[src/rtl/collision_scorer.sv]
// Snapshots the enemy slot bus and scans one slot per cycle for a box overlap with the player; keeps score, hiscore and a latched game_over.
// Score lands SLOTS+3 edges after IDLE sees start (+1 per paused SCAN cycle); pause freezes the scan, start low aborts it.
module collision_scorer #(
    parameter int SLOTS      = 4,
    parameter int TYPE_W     = 2,
    parameter int X_W        = 10,
    parameter int Y_W        = 10,
    parameter int W_W        = 8,
    parameter int H_W        = 8,
    parameter int ENEMY_TYPE = 1,
    parameter int SCORE_W    = 16,
    localparam int REC_W     = TYPE_W + X_W + Y_W + W_W + H_W,
    localparam int IDX_W     = (SLOTS > 1) ? $clog2(SLOTS) : 1
) (
    input  logic                     clk3,
    input  logic                     reset,
    input  logic                     pause,
    input  logic                     start,
    input  logic                     restart,
    input  logic [SLOTS*REC_W-1:0]   gamedata,
    input  logic [REC_W-1:0]         player,
    output logic                     game_over,
    output logic [SCORE_W-1:0]       score,
    output logic [SCORE_W-1:0]       hiscore,
    output logic [IDX_W-1:0]         hit_slot,
    output logic                     busy
);

    localparam int XS    = ((X_W > W_W) ? X_W : W_W) + 1;
    localparam int YS    = ((Y_W > H_W) ? Y_W : H_W) + 1;
    localparam int PREC_W = REC_W - TYPE_W;

    typedef enum logic [2:0] {
        S_IDLE,
        S_CAPTURE,
        S_SCAN,
        S_DONE,
        S_OVER
    } state_t;

    state_t                   state_q, state_d;
    logic [SLOTS*REC_W-1:0]   snap_bus_q, snap_bus_d;
    logic [PREC_W-1:0]        snap_player_q, snap_player_d;
    logic [IDX_W-1:0]         idx_q, idx_d;
    logic                     hit_q, hit_d;
    logic [IDX_W-1:0]         hit_slot_q, hit_slot_d;
    logic                     game_over_q, game_over_d;
    logic [SCORE_W-1:0]       score_q, score_d;
    logic [SCORE_W-1:0]       hiscore_q, hiscore_d;
    logic                     busy_q, busy_d;

    // The player's type field carries no meaning for the overlap test.
    logic unused_player_type;
    assign unused_player_type = ^player[TYPE_W-1:0];

    logic [REC_W-1:0] slot_rec [SLOTS];
    for (genvar g = 0; g < SLOTS; g++) begin : g_slot
        assign slot_rec[g] = snap_bus_q[g*REC_W +: REC_W];
    end

    logic [REC_W-1:0]  enemy_rec;
    logic [TYPE_W-1:0] e_type;
    logic [XS-1:0]     ex, ew, px, pw;
    logic [YS-1:0]     ey, eh, py, ph;
    logic              hit_now;

    // Operands widened by one bit so x+w and y+h never wrap.
    always_comb begin
        enemy_rec = slot_rec[idx_q];
        e_type    = enemy_rec[TYPE_W-1:0];
        ex        = XS'(enemy_rec[TYPE_W +: X_W]);
        ey        = YS'(enemy_rec[TYPE_W+X_W +: Y_W]);
        ew        = XS'(enemy_rec[TYPE_W+X_W+Y_W +: W_W]);
        eh        = YS'(enemy_rec[TYPE_W+X_W+Y_W+W_W +: H_W]);
        px        = XS'(snap_player_q[0 +: X_W]);
        py        = YS'(snap_player_q[X_W +: Y_W]);
        pw        = XS'(snap_player_q[X_W+Y_W +: W_W]);
        ph        = YS'(snap_player_q[X_W+Y_W+W_W +: H_W]);
        hit_now   = (e_type == TYPE_W'(ENEMY_TYPE))
                  && (ex < px + pw) && (px < ex + ew)
                  && (ey < py + ph) && (py < ey + eh);
    end

    always_comb begin
        state_d       = state_q;
        snap_bus_d    = snap_bus_q;
        snap_player_d = snap_player_q;
        idx_d         = idx_q;
        hit_d         = hit_q;
        hit_slot_d    = hit_slot_q;
        game_over_d   = game_over_q;
        score_d       = score_q;
        hiscore_d     = hiscore_q;

        case (state_q)
            S_IDLE: begin
                if (start && !pause) begin
                    state_d = S_CAPTURE;
                end
            end
            S_CAPTURE: begin
                if (!start) begin
                    state_d = S_IDLE;
                end else begin
                    snap_bus_d    = gamedata;
                    snap_player_d = player[REC_W-1:TYPE_W];
                    hit_d         = 1'b0;
                    idx_d         = '0;
                    state_d       = S_SCAN;
                end
            end
            S_SCAN: begin
                if (!start) begin
                    state_d = S_IDLE;
                end else if (!pause) begin
                    // First hit wins: lowest slot index is reported.
                    if (hit_now && !hit_q) begin
                        hit_d      = 1'b1;
                        hit_slot_d = idx_q;
                    end
                    if (idx_q == IDX_W'(SLOTS - 1)) begin
                        state_d = S_DONE;
                    end else begin
                        idx_d = idx_q + 1'b1;
                    end
                end
            end
            S_DONE: begin
                if (!start) begin
                    state_d = S_IDLE;
                end else if (hit_q) begin
                    game_over_d = 1'b1;
                    if (score_q > hiscore_q) begin
                        hiscore_d = score_q;
                    end
                    state_d = S_OVER;
                end else begin
                    if (score_q != {SCORE_W{1'b1}}) begin
                        score_d = score_q + 1'b1;
                    end
                    state_d = S_IDLE;
                end
            end
            S_OVER: begin
                if (restart) begin
                    state_d     = S_IDLE;
                    score_d     = '0;
                    game_over_d = 1'b0;
                end
            end
            default: begin
                state_d = S_IDLE;
            end
        endcase

        // Outside OVER a restart only wipes the score, overriding any increment.
        if (restart && (state_q != S_OVER)) begin
            score_d = '0;
        end

        busy_d = (state_d == S_CAPTURE) || (state_d == S_SCAN) || (state_d == S_DONE);
    end

    always_ff @(posedge clk3 or negedge reset) begin
        if (!reset) begin
            state_q       <= S_IDLE;
            snap_bus_q    <= '0;
            snap_player_q <= '0;
            idx_q         <= '0;
            hit_q         <= 1'b0;
            hit_slot_q    <= '0;
            game_over_q   <= 1'b0;
            score_q       <= '0;
            hiscore_q     <= '0;
            busy_q        <= 1'b0;
        end else begin
            state_q       <= state_d;
            snap_bus_q    <= snap_bus_d;
            snap_player_q <= snap_player_d;
            idx_q         <= idx_d;
            hit_q         <= hit_d;
            hit_slot_q    <= hit_slot_d;
            game_over_q   <= game_over_d;
            score_q       <= score_d;
            hiscore_q     <= hiscore_d;
            busy_q        <= busy_d;
        end
    end

    assign game_over = game_over_q;
    assign score     = score_q;
    assign hiscore   = hiscore_q;
    assign hit_slot  = hit_slot_q;
    assign busy      = busy_q;

endmodule
[config.mk]
export PLATFORM = sky130hd
export DESIGN_NAME = collision_scorer
export DESIGN_NICKNAME = d
export VERILOG_FILES = /design/src/rtl/collision_scorer.sv
export SDC_FILE = /design/constraint.sdc
export NUM_CORES = 1
export LEC_CHECK = 0
export ABC_AREA = 1
export BUFFER_PORTS_ARGS = -buffer_cell sky130_fd_sc_hd__buf_4
export CAP_MARGIN = 10
export CORE_MARGIN = 8
export CORE_UTILIZATION = 52
export DETAILED_ROUTE_END_ITERATION = 10
export PLACE_DENSITY = 0.75
export SKIP_CTS_REPAIR_TIMING = 1
export SLEW_MARGIN = 25
export SYNTH_ARGS = -nofsm -noshare
export SYNTH_HDL_FRONTEND = slang
export SYNTH_SLANG_ARGS = --single-unit
[constraint.sdc]
create_clock -name clk3 -period 5.75 [get_ports clk3]
set_input_delay 0.8625 -clock clk3 [delete_from_list [all_inputs] [get_ports clk3]]
set_output_delay 0.8625 -clock clk3 [all_outputs]
set_load 0.005 [all_outputs]
**Word level (Yosys, flattened, before mapping)**

Cells that the tools add are included.

- $mul: 0
- Add/sub/neg operators: 6
- Bitwise logic cells: 2
- Shift operators: 0
- Order comparisons: 6
- Mux-type cells: 32
- Div/mod/pow operators: 0
- Reduce and logical (&&, ||, !) cells: 22
- Equality and inequality tests: 23

Operators by type and width:

| cell | number |
|---|---|
| 16-bit two-way mux | 5 |
| 38-bit binary-select mux with 2-bit select | 1 |
| 38-bit two-way mux | 2 |
| 10-bit by 8-bit adder with 11-bit output | 4 |
| 10-bit by 11-bit less-than comparator with 1-bit output | 4 |
| 16-bit case mux with 2 select lines | 1 |
| 3-bit two-way mux | 7 |
| 16-bit by 1-bit adder with 16-bit output (second input constant) | 1 |
| 16-bit > comparator | 1 |
| 16-bit inequality test (second input constant) | 1 |
| 2-bit inequality test (second input constant) | 8 |
| 3-bit inequality test (second input constant) | 5 |
| 3-bit case mux with 5 select lines | 1 |
| 5-bit AND reduction | 3 |
| 3-bit by 2-bit == test with 1-bit output (second input constant) | 4 |
| 4-bit AND reduction | 3 |
| 2-bit two-way mux | 5 |
| 1-bit logical AND | 7 |
| 1-bit two-way mux | 7 |
| 3-bit by 1-bit == test with 1-bit output (second input constant) | 2 |
| 1-bit case mux with 2 select lines | 2 |
| 2-bit case mux with 2 select lines | 1 |
| 2-bit nonzero test | 2 |
| 3-bit == test (second input constant) | 1 |
| other kinds (11) | 13 |

- Latch bits: 0
- ROM bits: 0
- Memories: 0
- Word-level logic and storage cells: 101
- Bits in writable memories: 0
- Register bits after elaboration: 230

**Longest topological paths before layout**

Gate-level depths: netlist of run 1.

- Word-level depth: 14
- Mapped depth: 27
- Mapped depth without buffers: 26

**Worst setup path after synthesis of run 1**

Ideal clock, no wire load.

- Path type: register -> register
- Start: register idx_q[0]
- End: register hit_slot_q[0], in the netlist hit_slot[0]
- Required time: 5633 ps
- Slack: 2487 ps
- Data arrival time: 3145 ps
- Buffers on the path: 2
- Clock period less this slack: 3263 ps
- Stages on the path, launching flop included: 27
- Cell sequence: dfrtp_1 -> inv_2 -> buf_2 -> clkbuf_1 -> nor2_1 -> o22ai_1 -> ha_1 -> a21oi_1 -> nand2_1 -> a21oi_1 -> o21ai_0 -> xor2_1 -> ha_1 -> nand2_1 -> inv_1 -> a21oi_1 -> nand2_1 -> nand2_1 -> nand2_1 -> nand2_1 -> nand2_1 -> nand2_1 -> nand2_1 -> inv_2 -> nand3_1 -> nand2_1 -> nand2_1

- Cells in the longest elaborated chain, start to end: 11

Ends and longest elaborated chain:

| item | RTL line | text |
|---|---|---|
| start: declaration | 44 | `logic [IDX_W-1:0] idx_q, idx_d;` |
| start signal: assignment | 180 | `idx_q <= idx_d;` |
| 2-bit NOT with 3-bit output (implied by the code) | 69 | `enemy_rec = slot_rec[idx_q];` |
| 38-bit binary-select mux with 2-bit select | 69 |  |
| 38-bit two-way mux (implied by the code) (2 in a row) | 69 |  |
| 10-bit by 8-bit adder with 11-bit output, or another cell as far along | 80 | `&& (ex < px + pw) && (px < ex + ew)` |
| 10-bit by 11-bit less-than comparator with 1-bit output or 1-bit logical AND (tied branches) | 80 |  |
| 1-bit logical AND | 80 |  |
| 1-bit logical AND (2 in a row) | 81 | `&& (ey < py + ph) && (py < ey + eh);` |
| 1-bit logical AND | 117 | `if (hit_now && !hit_q) begin` |
| 4-bit AND reduction (no line) | - |  |
| end signal: assignment | 182 | `hit_slot_q <= hit_slot_d;` |
| end: declaration | 46 | `logic [IDX_W-1:0] hit_slot_q, hit_slot_d;` |

Several ways; a longest one is shown, not always the timed one. The select of a mux whose other input is x is not followed.
A chain may end at the register's enable or synchronous reset.

**Final worst setup path of run 1**

- Start: register idx_q[0]
- End: register hit_slot_q[1], in the netlist hit_slot[1]

- Cells in the longest elaborated chain, start to end: 11

Ends and longest elaborated chain:

| item | RTL line |
|---|---|
| 2-bit NOT with 3-bit output (implied by the code) (*) | 69 |
| 38-bit binary-select mux with 2-bit select (*) | 69 |
| 38-bit two-way mux (implied by the code) (*) (2 in a row) | 69 |
| 10-bit by 8-bit adder with 11-bit output, or another cell as far along | 80 |
| 10-bit by 11-bit less-than comparator with 1-bit output or 1-bit logical AND (tied branches) | 80 |
| 1-bit logical AND | 80 |
| 1-bit logical AND | 81 |
| 1-bit logical AND (*) | 81 |
| 1-bit logical AND (*) | 117 |
| 4-bit AND reduction (no line) (*) | - |

Mark *: on every way between the ends. The rest lies on a longest branch, timed or not. The select of a mux whose other input is x is not followed.

==> results of run 1 <==
-- registers in the layout, indices dropped and copies added (netlist names), 2 cells and up --
register,count
hit_slot,2
hiscore,16
state_q,3
score,16
snap_bus_q,152
idx_q,2
snap_player_q,36
-- logic make-up (layout without fill, tap and decap cells) --
logic type | count (synthesis) | count (layout) | synth area share (%)
xor gates and xnor gates | 39 | 39 | 2.65
AOI/OAI and AO/OA | 223 | 223 | 9.76
DFF | 230 | 230 | 44.6
adders and majority gates | 90 | 90 | 8.96
buffers and inverters | 177 | 389 | 5.61
and+or+nand+nor | 925 | 925 | 28.4
-- layer usage --
layer  global-route usage (%)  vias up  routed length [um]
met5                        0        -                   0
met4                     5.71        0                 722
met3                     4.29       52                2260
met2                     36.5      349               15800
met1                     31.5     5433               16200
li1                         -     5771                   -
-- layout make-up --
| class | instances | area share (%) |
|---|---|---|
| inverters | 106 | 2.62 |
| well taps | 324 | 2.59 |
| multi-input cells | 1277 | 41.2 |
| flip-flops and latches | 230 | 36.8 |
| clock inverters | 10 | 0.688 |
| clock buffers | 35 | 4.50 |
| repair buffers | 238 | 11.6 |
-- report_power, final --
group          total (uW)  internal, uW  switching, uW
clock network        1590           941            650
logic                3450          1410           2050
registers            2380          2070            305
-- worst max path at each step --
stage                               from                       to  slack (ns)  cells after the start
floorplan           idx_q[0]$_DFFE_PN0P_  hit_slot[0]$_DFFE_PN0P_        2.49                     26
global placement    idx_q[0]$_DFFE_PN0P_  hit_slot[0]$_DFFE_PN0P_        1.68                     25
CTS                 idx_q[0]$_DFFE_PN0P_  hit_slot[1]$_DFFE_PN0P_        1.56                     25
global route        idx_q[0]$_DFFE_PN0P_  hit_slot[1]$_DFFE_PN0P_        1.15                     24
finish              idx_q[0]$_DFFE_PN0P_  hit_slot[1]$_DFFE_PN0P_        1.55                     24
detailed placement  idx_q[0]$_DFFE_PN0P_  hit_slot[1]$_DFFE_PN0P_        1.58                     25
-- worst max-delay path, cell delays in order (launching register included) --
cell and delay, ns:
dfrtp_2 0.36, clkinv_2 0.64, o21ai_0 0.42, o22ai_1 0.18, ha_1 0.25, fa_1 0.40, nand3_1 0.09, nand2_1 0.10
a21oi_1 0.19, xor2_1 0.23, ha_1 0.28, nand2_1 0.09, inv_1 0.04, a21oi_1 0.13, nand2_1 0.08, nand2_1 0.06
nand2_1 0.05, nand2_1 0.06, nand2_1 0.04, nand2_1 0.05, nand2_1 0.06, inv_2 0.07, nand3_1 0.09, nand2_1 0.08
nand2_1 0.05
-- through the flow --
step                hold WS [ns]  cell area (um2)
floorplan                  0.444            12900
global placement           0.456            14800
detailed placement         0.460            14800
CTS                        0.477            15600
global route               0.198            15600
finish                     0.192            15600
-- synthesized netlist by cell type, drive strengths merged, types with 3 or more instances --
| master | count | share of area (%) |
|---|---|---|
| a21oi | 53 | 2.1 |
| a31oi | 4 | 0.19 |
| buf | 30 | 1.3 |
| clkbuf | 41 | 1.2 |
| dfrtp | 230 | 45 |
| fa | 4 | 0.62 |
| ha | 86 | 8.3 |
| inv | 106 | 3.1 |
| nand2 | 740 | 22 |
| nand3 | 39 | 1.7 |
| nand4 | 8 | 0.39 |
| nor2 | 116 | 3.6 |
| nor3 | 16 | 0.66 |
| nor4 | 3 | 0.26 |
| o21ai | 115 | 4.7 |
| o22ai | 35 | 1.9 |
| o311ai | 3 | 0.20 |
| o31ai | 3 | 0.17 |
| xnor2 | 14 | 0.95 |
| xor2 | 25 | 1.7 |
==> metrics.yaml, run 1 <==
gr-usage-all-layers_pct: 22.8
cts.path.max_buffers: 3
drive_gt1_share_pct: 16.9
pre_cts_slack_ns: 1.58
worstRegToRegCells: 24
cts_tree: "built"
tritoncts.num_buffers: 25
maximum_clock_rate_ghz: 0.238
timing.reg2reg.setup_slack_ns: 1.55
worst-endpoint-required_ns: 6.18
drt-wirelength-per-cell_um: 15.8
globalRouteOverflowTotal: 0
core-area_um2: 24300
synthesis_warnings: 0
drt_first_iter_violations: 937
post_synthesis_sequential_element_count: 230
initial_utilization_pct: 53.1
antennaDiodeCount: 0
ant_nets: 0
syn_inst: 1684
fin_util_pct: 64.3
worst_setup_hold_path_clk_slew_ns: 0.07
grt_first_pass_wirelength_um: 57700
postSynth.topFlopCell: "dfrtp_1"
synthesis.area_per_instance_um2: 7.66
crit-reg2reg-launch: "idx_q[0]$_DFFE_PN0P_"
worst_r2r_endpoint: "hit_slot[1]$_DFFE_PN0P_"
ys_async_sr_fraction_pct: 100
p_total_uw: 7420
floorplan.die.height_um: 174
rows: 57
num-nets-final: 2163
routed-via-count: 11600
most-common-layout-cells: "nand2_1, buf_4, dfrtp_1"
sequential_cell_area_um2: 5760
fin_ws_ns: 1.55
synth-seq-area-share_pct: 44.6
placedCellCount: 2174
finalWorstPathRequiredPeriod_ns: 4.20
min_path_type: "in2async"
synth_edf_count: 0
layout-area-overhead-vs-synth_pct: 21.2
cts_root_buffer: "clkbuf_16"
tritoncts_num_sinks: 230
fillerInstances: 2195
timing.critical_path.to_type: "flop"
htree_num_levels: 1
maxSlewViolCount: 0
multi_input_comb_area_um2: 6440
power_density_nw_per_um2: 475
critical_path_arrival_ns: 4.63
antenna_found_initial: 0
synth_cell_type_count: 45
critical_path_fanouts_max: 62
worst_pin_slew_ns: 0.927
timing_hold_violations_final: 0
max-cap-violations: 0
grt_setup_unrepaired: "false"
number_of_nets_in_the_synthesized_netlist: 1969
die-area_um2: 30100
tns_setup_ns: 0
fin_crit_sh_pct: 73.1
critical_path.startpoint_type: "flop"
pin_count_of_the_biggest_net_entering_global_routing: 129
place.gp.congestion: 0.898
first_global_vias: 11700
route.final.wire_length_um: 35000
place.detailed.hpwl_um: 25200
most_common_cell_after_layout_fill_and_taps_aside: "nand2_1"
clk_latency_ns: 0.53
mappedNetlistArea_um2: 12900
final_setup_skew_ns: 0.0229
dieWidth_um: 174
setup_violations_final: 0
irDropWorstVdd_mv: 0.295
drt-pass1-iter-count: 5
run_status: "finished clean"
crit_type: "reg2reg"
timing.max_slew.rel_slack_pct: 38.2
floorplan.io_pins: 231
detail_route.drc_violations: 0
via_per_inst: 5.23
total_leakage_power_uw: 0.00841
io_buffers: 228
post_layout_nonfiller_instances: 2220
(Power assumes the default switching activity.)
==> inputs of run 2 (changes only) <==
- CORE_UTILIZATION: 52 -> 51
- PLACE_DENSITY: 0.75 -> 0.77
- clock period: 5.75 -> 3.65 ns (I/O delays scaled with it)
==> run 2 against run 1 <==
Against the previous run: count of clock-buffer cells in the layout fell by 1; clock power up 51%; largest cell class unchanged; critical path type unchanged; cell count grew 1.2%; die area up 1.8%; sequential power increased by 58%; largest power group unchanged; cell area up 3.4%; worst hold slack worse by 0.11 ns; setup slack worse by 1.4 ns.
==> metrics.yaml, run 2 (synthesis results as in run 1) <==
run_status: "finished clean"
maximum_clock_rate_ghz: 0.287
detail_route.drc_violations: 0
power.sequential.fraction_pct: 30.6
dieWidth_um: 175
critical_path_arrival_ns: 3.90
drt-wirelength-per-cell_um: 16.5
htree_num_levels: 1
fin_ws_ns: 0.165
route.final.wire_length_um: 37000
crit-reg2reg-launch: "idx_q[0]$_DFFE_PN0P_"
critical_path_fanouts_max: 28
core-area_um2: 25000
grt_setup_unrepaired: "true"
swShare_pct: 41.4
irDropWorstVdd_mv: 0.413
p_sw_uw: 5090
critical_path.startpoint_type: "flop"
largest_register: "snap_bus_q"
finalWorstPathRequiredPeriod_ns: 3.48
worst_r2r_endpoint: "hit_slot[0]$_DFFE_PN0P_"
cts_tree: "built"
biggestRegsByFlops: "snap_bus_q: 152 flops, snap_player_q: 36 flops"
via_per_inst: 5.31
grt_first_pass_wirelength_um: 57800
die-area_um2: 30700
fin_util_pct: 64.6
place.detailed.hpwl_um: 25900
routed-via-count: 11900
initial_utilization_pct: 51.5
rows: 58
part_of_the_total_power_dissipated_in_combinational_logic_pct: 49.9
post_layout_nonfiller_instances: 2247
tns_setup_ns: 0
min_path_type: "in2async"
drive_gt1_share_pct: 20.1
drt_first_iter_violations: 987
num-nets-final: 2185
tritoncts_num_sinks: 230
power.clock.fraction_pct: 19.5
crit_type: "reg2reg"
largest_register_ff_count: 152
io_buffers: 228
power_report.internal_total_uw: 7210
power_density_nw_per_um2: 761
crit_path_max_incr_delay_ns: 0.49
antennaDiodeCount: 0
worst_setup_hold_path_clk_slew_ns: 0.06
first_global_vias: 11600
final_setup_skew_ns: 0.00927
floorplan.io_pins: 231
drt-pass1-iter-count: 5
worstRegToRegCells: 24
most_common_cell_after_layout_fill_and_taps_aside: "nand2_1"
worst_path_max_delay_cell: "dfrtp_2"
pre_cts_slack_ns: 0.123
most-common-layout-cells: "nand2_1, buf_4, dfrtp_1"
placedInstanceArea_um2: 14900
maxSlewViolCount: 0
worst_path_most_repeated_cell: "nand2_1"
path_cells: "buf_12 > o21ai_0 > o22ai_2 > ha_1 > a21oi_1 > nand2_1 > a21oi_1 > o21ai_0 > xor2_1 > ha_1 > nand2_2 > inv_1 > a21oi_2 > nand2_1 > nand2_1 > nand2_1 > nand2_1 > nand2_1 > nand2_1 > nand2_1 > inv_2 > nand3_2 > nand2_1 > nand2_1"
timing.reg2reg.setup_slack_ns: 0.17
place.gp.congestion: 0.876
timing.critical_path.to_type: "flop"
fin_crit_sh_pct: 95.5
ant_nets: 0
pin_count_of_the_biggest_net_entering_global_routing: 186
total_leakage_power_uw: 0.00863
gr-usage-all-layers_pct: 22.6
tritoncts.num_buffers: 25
cts.path.max_buffers: 3
layout-area-overhead-vs-synth_pct: 25.3
setup_violations_final: 0
placedCellCount: 2190
globalRouteOverflowTotal: 0
postLayoutCellArea_um2: 16200
worst_pin_slew_ns: 0.929
cts_root_buffer: "clkbuf_16"
worst-endpoint-required_ns: 4.06
timing_hold_violations_final: 0
max-cap-violations: 0
clk_latency_ns: 0.52
floorplan.die.height_um: 175
antenna_found_initial: 0
timing.max_slew.rel_slack_pct: 37.9
-- run 2: cell types whose count changed in the layout (fill, tap and decap cells not counted), sizes merged --
cell | before | now
buf | 238 | 253
clkbuf | 35 | 41
bufinv | 2 | 0
clkinvlp | 0 | 1
inv | 106 | 107
-- run 2: worst max path at each step --
stage	slack [ns]	start	to	cells after the start
finish	0.17	idx_q[0]$_DFFE_PN0P_	hit_slot[0]$_DFFE_PN0P_	24
global route	-0.08	idx_q[0]$_DFFE_PN0P_	hit_slot[0]$_DFFE_PN0P_	24
CTS	0.12	idx_q[0]$_DFFE_PN0P_	hit_slot[1]$_DFFE_PN0P_	25
detailed placement	0.12	idx_q[0]$_DFFE_PN0P_	hit_slot[1]$_DFFE_PN0P_	25
global placement	0.25	idx_q[0]$_DFFE_PN0P_	hit_slot[1]$_DFFE_PN0P_	24
floorplan	0.39	idx_q[0]$_DFFE_PN0P_	hit_slot[0]$_DFFE_PN0P_	26
-- run 2: critical path: cells and delay by family, from the launching register on --
kind / cells / cell delay (ns)
DFF: 1 / 0.49
adders and majority gates: 2 / 0.67
AOI/OAI and AO/OA: 6 / 0.91
and+or+nand+nor: 12 / 0.78
xor gates and xnor gates: 1 / 0.16
buffers and inverters: 3 / 0.33
-- run 2: routing by layer --
| metal | part of all wire [%] | GRT usage, % | up-vias | wire length [um] |
|---|---|---|---|---|
| li1 | - | - | 5819 | - |
| met1 | 45 | 31.5 | 5640 | 16500 |
| met2 | 46 | 35.7 | 410 | 17100 |
| met3 | 6.9 | 4.36 | 54 | 2560 |
| met4 | 2.0 | 5.65 | 0 | 747 |
| met5 | 0 | 0 | - | 0 |
-- run 2: power by group through the flow --
stage	clock network, uW	logic (uW)	registers (uW)
6_report	2400	6140	3760
5_1_grt	2550	6980	3830
4_1_cts	2450	5550	3730
3_5_place_dp	0	5500	3770
3_3_place_gp	0	5250	3750
2_1_floorplan	0	4130	3620
-- run 2: per-stage QoR --
stage          power (uW)  hold WS (ns)
2_1_floorplan        7750         0.252
4_1_cts             11700         0.131
5_1_grt             13400         0.170
6_report            12300        0.0827
3_5_place_dp         9270         0.460
3_3_place_gp         9000         0.457
-- run 2: final cells by class --
cell class,count,area [um2]
clock buffers,34,709
clock inverters,10,63.8
fillers,2144,8860
inverters,106,415
multi-input cells,1277,6650
flip-flops and latches,230,5760
well taps,330,413
repair buffers,260,2160
==> inputs of run 3 (changes only) <==
- ABC_AREA: 1 -> default
==> run 3 against run 2 <==
Against the previous run: the run now ends with setup timing left; critical path depth decreased by 8; global-route usage is 1.1 points lower; cell count shrank 29%; clock skew rose by 0.0014 ns; cell area shrank 1.3%; core utilization grew 1.6 points; sequential share of layout area grew 0.48 points; first-iteration DRC count decreased by 54%; critical path type unchanged; largest power group unchanged; highest routed layer is now met5.
==> metrics.yaml, run 3 <==
synth_cell_type_count: 71
num-nets-final: 1537
detail_route.drc_violations: 0
cts_root_buffer: "clkbuf_16"
largest_register_ff_count: 152
post_synthesis_sequential_element_count: 230
fin_util_pct: 66.2
synthesis_warnings: 0
power.sequential.fraction_pct: 29.5
htree_num_levels: 1
placedCellCount: 1543
yosys.area.top_type_share_pct: 46.4
drive_gt1_share_pct: 47.5
mappedNetlistArea_um2: 12400
postLayoutCellArea_um2: 16000
placedInstanceArea_um2: 15000
post_layout_nonfiller_instances: 1597
rows: 57
violations: "setup timing"
ys_async_sr_fraction_pct: 100
p_sw_uw: 4360
irDropWorstVdd_mv: 0.424
power.clock.fraction_pct: 21.5
pin_count_of_the_biggest_net_entering_global_routing: 118
critical_path_arrival_ns: 4.55
swShare_pct: 34.3
run_status: "complete, but fails checks"
die-area_um2: 29600
total_leakage_power_uw: 0.00729
globalRouteOverflowTotal: 0
grt_setup_unrepaired: "true"
tritoncts_num_sinks: 230
critical_path.startpoint_type: "flop"
multi_input_comb_area_um2: 6390
cts.path.max_buffers: 3
post-synth-top-count-cell: "dfrtp_1"
power_report.internal_total_uw: 8360
drt_first_iter_violations: 451
first_global_vias: 9504
finalWorstPathRequiredPeriod_ns: 4.14
largest_register: "snap_bus_q"
worst-endpoint-required_ns: 4.06
fin_crit_sh_pct: 113
maxSlewViolCount: 0
worstRegToRegCells: 16
core-area_um2: 24100
floorplan.die.height_um: 172
part_of_the_total_power_dissipated_in_combinational_logic_pct: 49.0
synth.area.top_cells: "dfrtp_1, mux2_2, ha_1"
timing.reg2reg.setup_slack_ns: -0.49
whs_ns: 0.0752
biggestRegsByFlops: "snap_bus_q: 152 flops, snap_player_q: 36 flops"
timing_hold_violations_final: 0
ys_top_cells_by_count: "dfrtp_1, mux2_2, ha_1"
number_of_nets_in_the_synthesized_netlist: 1244
antenna_found_initial: 2
worst_setup_hold_path_clk_slew_ns: 0.06
crit_type: "reg2reg"
postSynth.topFlopCell: "dfrtp_1"
maximum_clock_rate_ghz: 0.242
route.final.wire_length_um: 31700
tns_setup_ns: -1.38
initial_utilization_pct: 51.5
via_per_inst: 5.51
critical_path_fanouts_max: 10
fin_ws_ns: -0.488
timing.max_slew.rel_slack_pct: 40.6
fillerInstances: 1811
place.detailed.hpwl_um: 24100
clk_latency_ns: 0.54
cts_tree: "built"
sequential_cell_area_um2: 5760
routed-via-count: 8802
gr-usage-all-layers_pct: 21.5
max-cap-violations: 0
most_common_cell_after_layout_fill_and_taps_aside: "buf_4"
worst_pin_slew_ns: 0.891
setup_violations_final: 3
place.gp.congestion: 0.869
synth_edf_count: 0
syn_inst: 959
timing.critical_path.to_type: "flop"
power_density_nw_per_um2: 797
min_path_type: "in2async"
ant_nets: 0
drt-pass1-iter-count: 4
synthesis.area_per_instance_um2: 12.9
grt_first_pass_wirelength_um: 50100
io_buffers: 228
cell_accounting_for_the_most_synthesized_area: "dfrtp_1"
final_setup_skew_ns: 0.0107
most-common-layout-cells: "buf_4, dfrtp_1, mux2_2"
dieWidth_um: 172
synth-seq-area-share_pct: 46.4
floorplan.io_pins: 231
layout-area-overhead-vs-synth_pct: 28.5
tritoncts.num_buffers: 27
drt-wirelength-per-cell_um: 19.8
-- run 3: cell count changes in the layout (fill, tap and decap cells not counted), moves of 35 or more --
cell     change
buf_4       +47
inv_1       -52
nor2_1      -76
nand2_1    -700
mux2_2     +198
mux4_2      +35
-- run 3: logic make-up (layout without fill, tap and decap cells) --
logic type               Yosys count  in the layout  synth area share [%]
AND/OR/NAND/NOR                  123            123                  5.00
multiplexers                     239            239                  24.9
AO/OA/AOI/OAI                    165            165                  9.10
adder cells (fa/ha/maj)           90             90                  9.31
flip-flops                       230            230                  46.4
other                              0              1                     0
buffers and inverters             78            391                  2.89
XOR/XNOR                          34             34                  2.40
-- run 3: path summary, 6_finish.rpt --
kind / to / startpoint
worst max-delay path: hit_slot[1]$_DFFE_PN0P_ / idx_q[0]$_DFFE_PN0P_
worst min-delay path: snap_bus_q[46]$_DFFE_PN0P_ / reset
worst max register to register: hit_slot[1]$_DFFE_PN0P_ / idx_q[0]$_DFFE_PN0P_
worst min register to register: snap_bus_q[77]$_DFFE_PN0P_ / snap_bus_q[77]$_DFFE_PN0P_
max in group asynchronous: snap_bus_q[100]$_DFFE_PN0P_ / reset
min in group clk3: snap_player_q[11]$_DFFE_PN0P_ / player[13]
-- run 3: through the flow --
stage | power, uW | setup slack (ns)
4_1_cts | 12700 | -0.558
6_report | 12700 | -0.488
2_1_floorplan | 7920 | -0.351
3_3_place_gp | 9650 | -0.450
5_1_grt | 13700 | -0.655
3_5_place_dp | 9890 | -0.546
-- run 3: final cells by class --
class	instances	share of cell area, %
diodes	1	0.0157
clock inverters	7	0.808
inverters	43	1.01
well taps	324	2.54
repair buffers	299	14.6
flip-flops and latches	230	36.1
multi-input cells	651	40.1
clock buffers	42	4.90
-- run 3: critical path, cell delays in order (launching register included) --
cell       delay, ns
dfrtp_2         0.40
buf_12          0.15
mux4_2          0.58
ha_4            0.26
a21o_1          0.18
a21oi_2         0.13
o21bai_1        0.10
a31oi_1         0.23
o21ai_1         0.10
xnor2_1         0.13
ha_1            0.31
a211o_1         0.30
o211ai_1        0.20
o21ai_1         0.12
a32oi_2         0.25
o2111ai_2       0.19
mux2_1          0.35
-- run 3: power groups by stage --
stage	Combinational, uW	Sequential [uW]	Clock (uW)
global placement	5910	3740	0
detailed placement	6110	3780	0
finish	6240	3750	2730
global route	6990	3840	2890
floorplan	4340	3580	0
CTS	6180	3750	2790
-- run 3: routing by layer --
| metal | global-route usage (%) | vias up | share of wire, % |
|---|---|---|---|
| li1 | - | 4148 | - |
| met5 | 0 | - | 0.041 |
| met2 | 36.8 | 244 | 49 |
| met4 | 6.45 | 2 | 2.9 |
| met1 | 26.3 | 4355 | 40 |
| met3 | 5.57 | 53 | 7.8 |
